`config.mk`:
```
export PLATFORM = sky130hd
export DESIGN_NAME = lut_wvf_sequencer
export DESIGN_NICKNAME = d
export VERILOG_FILES = /design/src/rtl/lut_wvf_sequencer.sv
export SDC_FILE = /design/constraint.sdc
export NUM_CORES = 1
export LEC_CHECK = 0
export CAP_MARGIN = 20
export CORE_MARGIN = 8
export CORE_UTILIZATION = 61
export CTS_CLUSTER_DIAMETER = 120
export DETAILED_ROUTE_END_ITERATION = 6
export GPL_TIMING_DRIVEN = 0
export PLACE_DENSITY = 0.82
export REMOVE_ABC_BUFFERS = 1
export SKIP_LAST_GASP = 1
export SYNTH_ARGS = -nofsm -noshare
export SYNTH_HDL_FRONTEND = slang
export SYNTH_SLANG_ARGS = --single-unit
```
`constraint.sdc`:
```
create_clock -name CLK_SYS -period 6.9 [get_ports CLK_SYS]
set_input_delay 1.38 -clock CLK_SYS [delete_from_list [all_inputs] [get_ports CLK_SYS]]
set_output_delay 1.38 -clock CLK_SYS [all_outputs]
set_load 0.01 [all_outputs]
```
`src/rtl/lut_wvf_sequencer.sv`:
```
// lut_wvf_sequencer
//   Controller for one LUT_WVF_GEN instance running in external-trigger mode.
//   It produces the generator enable and the per-sample advance pulse from a
//   runtime prescaler. It also counts complete waveform repetitions, inserts
//   idle gaps between them, and gives a START/BUSY/DONE handshake.
//
//   Optional build macro: LUT_SEQ_RETRIGGER_EN
//     defined   : START in RUN or GAP (without ABORT) relatches the config,
//                 clears REP_CNT and the prescaler, drops LUT_EN for exactly
//                 one cycle, then resumes RUN. No DONE is issued for the
//                 interrupted sequence.
//     undefined : START while busy is ignored.
//
// Ports
//   CLK_SYS   system clock
//   RST       synchronous active-high reset
//   START     start request (IDLE only, unless retrigger is built in)
//   ABORT     stop immediately; highest priority
//   PRESCALE  CLK_SYS cycles per LUT sample (0 treated as 1)
//   NUM_REP   repetitions per sequence (0 = continuous until ABORT)
//   GAP_CYC   idle cycles between repetitions (0 = back-to-back)
//   LUT_END   generator index is at its last entry
//   LUT_EN    generator enable; low returns the generator index to 0
//   LUT_TRGG  one-cycle sample advance pulse to the generator
//   BUSY      high in RUN, GAP and DONE
//   DONE      one-cycle pulse on normal completion
//   REP_CNT   completed repetitions in the current sequence

module lut_wvf_sequencer #(
    parameter int PRE_WIDTH = 12,
    parameter int REP_WIDTH = 8,
    parameter int GAP_WIDTH = 16
) (
    input  logic                 CLK_SYS,
    input  logic                 RST,
    input  logic                 START,
    input  logic                 ABORT,
    input  logic [PRE_WIDTH-1:0] PRESCALE,
    input  logic [REP_WIDTH-1:0] NUM_REP,
    input  logic [GAP_WIDTH-1:0] GAP_CYC,
    input  logic                 LUT_END,
    output logic                 LUT_EN,
    output logic                 LUT_TRGG,
    output logic                 BUSY,
    output logic                 DONE,
    output logic [REP_WIDTH-1:0] REP_CNT
);

    typedef enum logic [1:0] {
        ST_IDLE,
        ST_RUN,
        ST_GAP,
        ST_DONE
    } state_t;

    state_t               state;
    logic [PRE_WIDTH-1:0] pre_lat;
    logic [REP_WIDTH-1:0] nrep_lat;
    logic [GAP_WIDTH-1:0] gap_lat;
    logic [PRE_WIDTH-1:0] pre_cnt;
    logic [GAP_WIDTH-1:0] gap_cnt;
    logic [REP_WIDTH-1:0] rep_cnt;
    logic                 lut_en_q;
    logic                 busy_q;
    logic                 done_q;

    logic                 load_cfg;
    logic                 trgg;
    logic                 rep_end;
    logic                 last_rep;

`ifdef LUT_SEQ_RETRIGGER_EN
    assign load_cfg = START && !ABORT &&
                      (state == ST_IDLE || state == ST_RUN || state == ST_GAP);
`else
    assign load_cfg = START && !ABORT && (state == ST_IDLE);
`endif

    assign trgg     = (state == ST_RUN) && (pre_cnt == pre_lat - PRE_WIDTH'(1));
    assign rep_end  = trgg && LUT_END;
    // Widened compare so a saturated count cannot wrap into a false match.
    assign last_rep = (nrep_lat != '0) &&
                      (({1'b0, rep_cnt} + (REP_WIDTH+1)'(1)) == {1'b0, nrep_lat});

    // Latched configuration; inputs are ignored between loads.
    always_ff @(posedge CLK_SYS) begin
        if (RST) begin
            pre_lat  <= '0;
            nrep_lat <= '0;
            gap_lat  <= '0;
        end else if (load_cfg) begin
            pre_lat  <= (PRESCALE == '0) ? PRE_WIDTH'(1) : PRESCALE;
            nrep_lat <= NUM_REP;
            gap_lat  <= GAP_CYC;
        end
    end

    always_ff @(posedge CLK_SYS) begin
        if (RST) begin
            state    <= ST_IDLE;
            pre_cnt  <= '0;
            gap_cnt  <= '0;
            rep_cnt  <= '0;
            lut_en_q <= 1'b0;
            busy_q   <= 1'b0;
            done_q   <= 1'b0;
        end else if (ABORT) begin
            state    <= ST_IDLE;
            lut_en_q <= 1'b0;
            busy_q   <= 1'b0;
            done_q   <= 1'b0;
        end else if (load_cfg && state != ST_IDLE) begin
            // Retrigger: a one-cycle pass through GAP drops LUT_EN once so
            // the generator restarts from index 0.
            state    <= ST_GAP;
            gap_cnt  <= GAP_WIDTH'(1);
            pre_cnt  <= '0;
            rep_cnt  <= '0;
            lut_en_q <= 1'b0;
            busy_q   <= 1'b1;
            done_q   <= 1'b0;
        end else begin
            done_q <= 1'b0;
            case (state)
                ST_IDLE: begin
                    if (load_cfg) begin
                        state    <= ST_RUN;
                        pre_cnt  <= '0;
                        rep_cnt  <= '0;
                        lut_en_q <= 1'b1;
                        busy_q   <= 1'b1;
                    end
                end
                ST_RUN: begin
                    if (trgg) begin
                        pre_cnt <= '0;
                    end else begin
                        pre_cnt <= pre_cnt + PRE_WIDTH'(1);
                    end
                    if (rep_end) begin
                        if (rep_cnt != '1) begin
                            rep_cnt <= rep_cnt + REP_WIDTH'(1);
                        end
                        if (last_rep) begin
                            state    <= ST_DONE;
                            lut_en_q <= 1'b0;
                            done_q   <= 1'b1;
                        end else if (gap_lat != '0) begin
                            state    <= ST_GAP;
                            gap_cnt  <= gap_lat;
                            lut_en_q <= 1'b0;
                        end
                    end
                end
                ST_GAP: begin
                    // gap_cnt counts down; the cycle holding 1 is the last one.
                    if (gap_cnt <= GAP_WIDTH'(1)) begin
                        state    <= ST_RUN;
                        pre_cnt  <= '0;
                        lut_en_q <= 1'b1;
                    end else begin
                        gap_cnt <= gap_cnt - GAP_WIDTH'(1);
                    end
                end
                ST_DONE: begin
                    state  <= ST_IDLE;
                    busy_q <= 1'b0;
                end
                default: begin
                    state    <= ST_IDLE;
                    lut_en_q <= 1'b0;
                    busy_q   <= 1'b0;
                end
            endcase
        end
    end

    assign LUT_EN   = lut_en_q;
    assign LUT_TRGG = trgg;
    assign BUSY     = busy_q;
    assign DONE     = done_q;
    assign REP_CNT  = rep_cnt;

endmodule
```
==> Implementation_results.wiki <==
{| class="wikitable"
! Metric !! Value
|-
| Worst hold path cell count || 2
|-
| Count of routing violations after the opening detailed-route iteration || 324
|-
| Post-CTS Hold Buffers || 0
|-
| Largest voltage drop on the vdd net || 0.128 mV
|-
| Standard-cell rows || 31
|-
| Number of instances in the synthesized netlist || 555
|-
| Endpoint of the worst-slack reg-to-reg timing path || gap_cnt[13]
|-
| Buffers on Ports || 52
|-
| Post-synthesis register bit count || 77
|-
| Critical Path RT || 5.52 ns
|-
| Portion of the post-synthesis area used by sequential elements || 34.4%
|-
| Power per cell area || 182 mW/mm²
|-
| Layout net count || 643
|-
| Clock tree from TritonCTS || done
|-
| Average cell area after synthesis || 8.07 µm²
|-
| H-tree levels || 3
|-
| Part of the power in combinational logic || 14.8%
|-
| Synth Area in Simple Gates || between 20% and 30%
|-
| Total inserted antenna cells || 0
|-
| Clock latency on the worst-skew pair || 0.35 ns
|-
| Total number of yosys warnings || 0
|-
| Fraction of synthesized cell area in xor and xnor cells || 6.65%
|-
| Number of vias in the routed layout || 4267
|-
| Y dimension of the die || 102 µm
|-
| Layout Area Growth over Synthesis || 17.0%
|-
| CTS clk-pin slew, worst paths || 0.07 ns
|-
| Number of placed I/O pins || 53
|-
| Fraction of final layout cells with drive strength greater than 1 || 6.71%
|-
| Result of the run || completed
|-
| Mux contribution to synthesized area || 1.56%
|-
| Distinct cell type count after synthesis || 72
|-
| Die ar. || 0.0103 mm²
|-
| Number of nets still failing antenna checks after routing || 0
|-
| Average vias per placed instance || between 6 and 7
|-
| Mapped cell area || approximately 0.0045 mm²
|-
| Routed wl met3 || 812 µm
|-
| Highest signal layer in the routed design || met4
|-
| Worst slew margin relative to its limit || between 20 and 30%
|-
| Total global routing track utilization || a little under a quarter
|-
| Filler cell count in the final layout || between 500 and 600
|-
| CTS sink cnt || 77
|-
| Number of gates given a new drive strength after cts || 0
|-
| Fraction of power spent switching nets || 26.8%
|-
| Slew at the pin with the worst max-slew slack || 1.11 ns
|-
| Post-synth top flop || dfxtp_1
|-
| CP Class || reg -> out
|-
| Largest family of logic cells by synthesized area || simple AND/OR/NAND/NOR gates
|-
| Adder-cell share of the synthesized area || roughly 3%
|-
| Commonest cells in the netlist || 98 x nand2_1, 77 x dfxtp_1, 51 x a21oi_1
|-
| Largest fanout on the critical path || 17
|-
| LEAKAGE || 1.86 nW
|-
| Final setup viols || 0
|-
| Length in cells of the worst reg-to-reg path || 9
|-
| Count of flip-flops with a built-in enable after synthesis || 0
|-
| Number of buffers created by CTS || 9
|-
| Number of post-CTS setup repair buffers || 0
|-
| Antenna violations before repair || 0
|-
| R2R Setup Slk || 3.32 ns
|-
| Chip Width || ~100 µm
|-
| Wire length of the first global-routing pass || 19200 µm
|-
| TritonRoute pass-1 iters || 4
|-
| Relative contribution of the clock network to total power || 35.8%
|-
| Placer Congestion || around 0.84
|-
| Final critical-path share of the clock period || 68.0%
|-
| Sw Pwr || 0.255 mW
|-
| Worst setup EP type || output port
|-
| Routed wire per std cell || 16.3 µm
|-
| Routed length on met2 || 5240 µm
|-
| Worst hold-check path type || reg -> reg
|-
| Area share of the largest cell type after synthesis || 34.4%
|-
| Reg-to-Reg Start || state[1]
|-
| Core area || 0.00718 mm²
|-
| Final HPWL from detailed placement || 8010 µm
|-
| Largest net degree at the start of global routing || 49
|-
| Number of max-slew violations in the final report || 0
|-
| Capture endpoint of the worst hold path || pre_lat[11]
|-
| DRC errors left || 0
|-
| Complex-gate fraction of the synthesized area || between 20% and 30%
|-
| Longest Clk Path Bufs || 2
|-
| Internal power || 0.697 mW
|-
| Cell type contributing the most total cell area after synthesis || dfxtp_1
|-
| Setup Skew || roughly 0.008 ns
|-
| Leading post-synthesis cells by cell area || dfxtp_1 34%, nand2_1 8.2%, a21oi_1 5.7%
|-
| Total wirelength of the detailed-routed design || approximately 11000 µm
|-
| Overall power || 0.952 mW
|-
| Hold path startpoint || pre_lat[11]
|-
| Total congestion overflow after global routing || 0
|-
| Unrepaired setup endpoints after global routing || no
|-
| Fmax achieved || between 0.2 and 0.25 GHz
|-
| Startpoint Class || flop
|-
| CTS root buffer || clkbuf_8
|-
| Max_cap viols || 0
|-
| Async set-reset flop share out of synthesis || 0%
|-
| Sequential Power Share || 49.4%
|-
| Initial standard-cell utilization of the core || a little over three fifths
|-
| Number of hold violations in the final report || 0
|-
| Worst Path Arrival || 3.31 ns
|-
| Met1 layer wirelength in the final routing || 5030 µm
|-
| Min Clock Period, post-route || 4.69 ns
|-
| Via count of the first global-routing pass || 4111
|-
| Sum of negative setup slack || 0 ns
|-
| Most common cell in the netlist || nand2_1
|}
==> through the flow <==
step | utilization, % | hold WS (ns) | area, µm² | instances | setup slack [ns]
floorplan | - | 0.442 | 4320 | 524 | 3.41
global placement | 69.2 | 0.456 | 4970 | 675 | 1.59
detailed placement | 70.4 | 0.462 | 5050 | 679 | 2.58
CTS | 73.1 | 0.471 | 5240 | 695 | 2.19
global route | 73.1 | 0.499 | 5240 | 695 | 2.01
finish | 73.1 | 0.467 | 5240 | 695 | 2.21
==> power groups by stage <==
| stage | Sequential, mW | Combinational (mW) | Clock, mW |
|---|---|---|---|
| 2_1_floorplan | 0.477 | 0.0830 | 0 |
| 3_3_place_gp | 0.480 | 0.131 | 0 |
| 6_report | 0.471 | 0.141 | 0.341 |
| 5_1_grt | 0.473 | 0.155 | 0.366 |
| 3_5_place_dp | 0.481 | 0.139 | 0 |
| 4_1_cts | 0.471 | 0.140 | 0.346 |
==> placed cells by master (no fill, tap or decap), types with 5 or more instances in the layout <==
master,netlist,final
nor3_1,14,14
clkdlybuf4s50_1,0,51
nor2_1,33,33
o21ai_0,14,14
xnor2_1,18,18
and3_1,12,12
nand2_1,98,98
a32o_1,10,10
o31ai_1,11,11
and2_1,7,7
dfxtp_1,77,77
nand3_1,27,26
o311ai_1,5,5
inv_1,16,16
a21oi_1,51,51
xor2_1,16,16
nor2b_1,5,5
ha_1,11,11
nand4_1,8,8
nor4_1,14,14
clkbuf_8,3,10
mux2i_1,7,7
==> critical path, stage by stage, from the launching register on <==
cell             delay (ns)
dfxtp_1                0.36
inv_1                  0.12
ha_1                   0.61
o211ai_1               0.17
a2111o_1               0.45
or3_1                  0.44
nor3_1                 0.25
clkdlybuf4s50_1        0.58
==> metal layers <==
layer  up-vias  global-route usage, %
met5         -                   2.55
met4         0                   10.7
met3        23                   3.85
met2       162                   35.6
met1      1997                   29.3
li1       2085                      -
==> layout make-up <==
| class | instances | area [µm²] | area share [%] |
|---|---|---|---|
| Tap cell | 99 | 124 | 2.36 |
| Multi-Input combinational cell | 431 | 2730 | 52.0 |
| Timing Repair Buffer | 56 | 598 | 11.4 |
| Clock inverter | 4 | 47.5 | 0.907 |
| Inverter | 16 | 60.1 | 1.15 |
| Sequential cell | 77 | 1540 | 29.4 |
| Clock buffer | 12 | 145 | 2.77 |
==> registers in the layout (all words and copies together) (netlist names) <==
register	cells
REP_CNT	8
BUSY	1
state	2
pre_cnt	12
pre_lat	12
DONE	1
nrep_lat	8
gap_cnt	16
LUT_EN	1
gap_lat	16
==> cell families after synthesis <==
family          count (synthesis)
flops                          77
xor+xnor                       34
mux                             7
compound gates                130
simple gates                  249
buf+inv                        47
fa+ha+maj                      11
==> how the worst max path moves through the flow <==
stage | cells after the start | endpoint | start
after floorplan | 6 | LUT_TRGG | state[1]
after global placement | 5 | REP_CNT[5] | RST
after detailed placement | 7 | LUT_TRGG | state[1]
after CTS | 7 | LUT_TRGG | state[1]
after global routing | 6 | LUT_TRGG | state[0]
final | 7 | LUT_TRGG | state[1]
(Power assumes the default switching activity.)
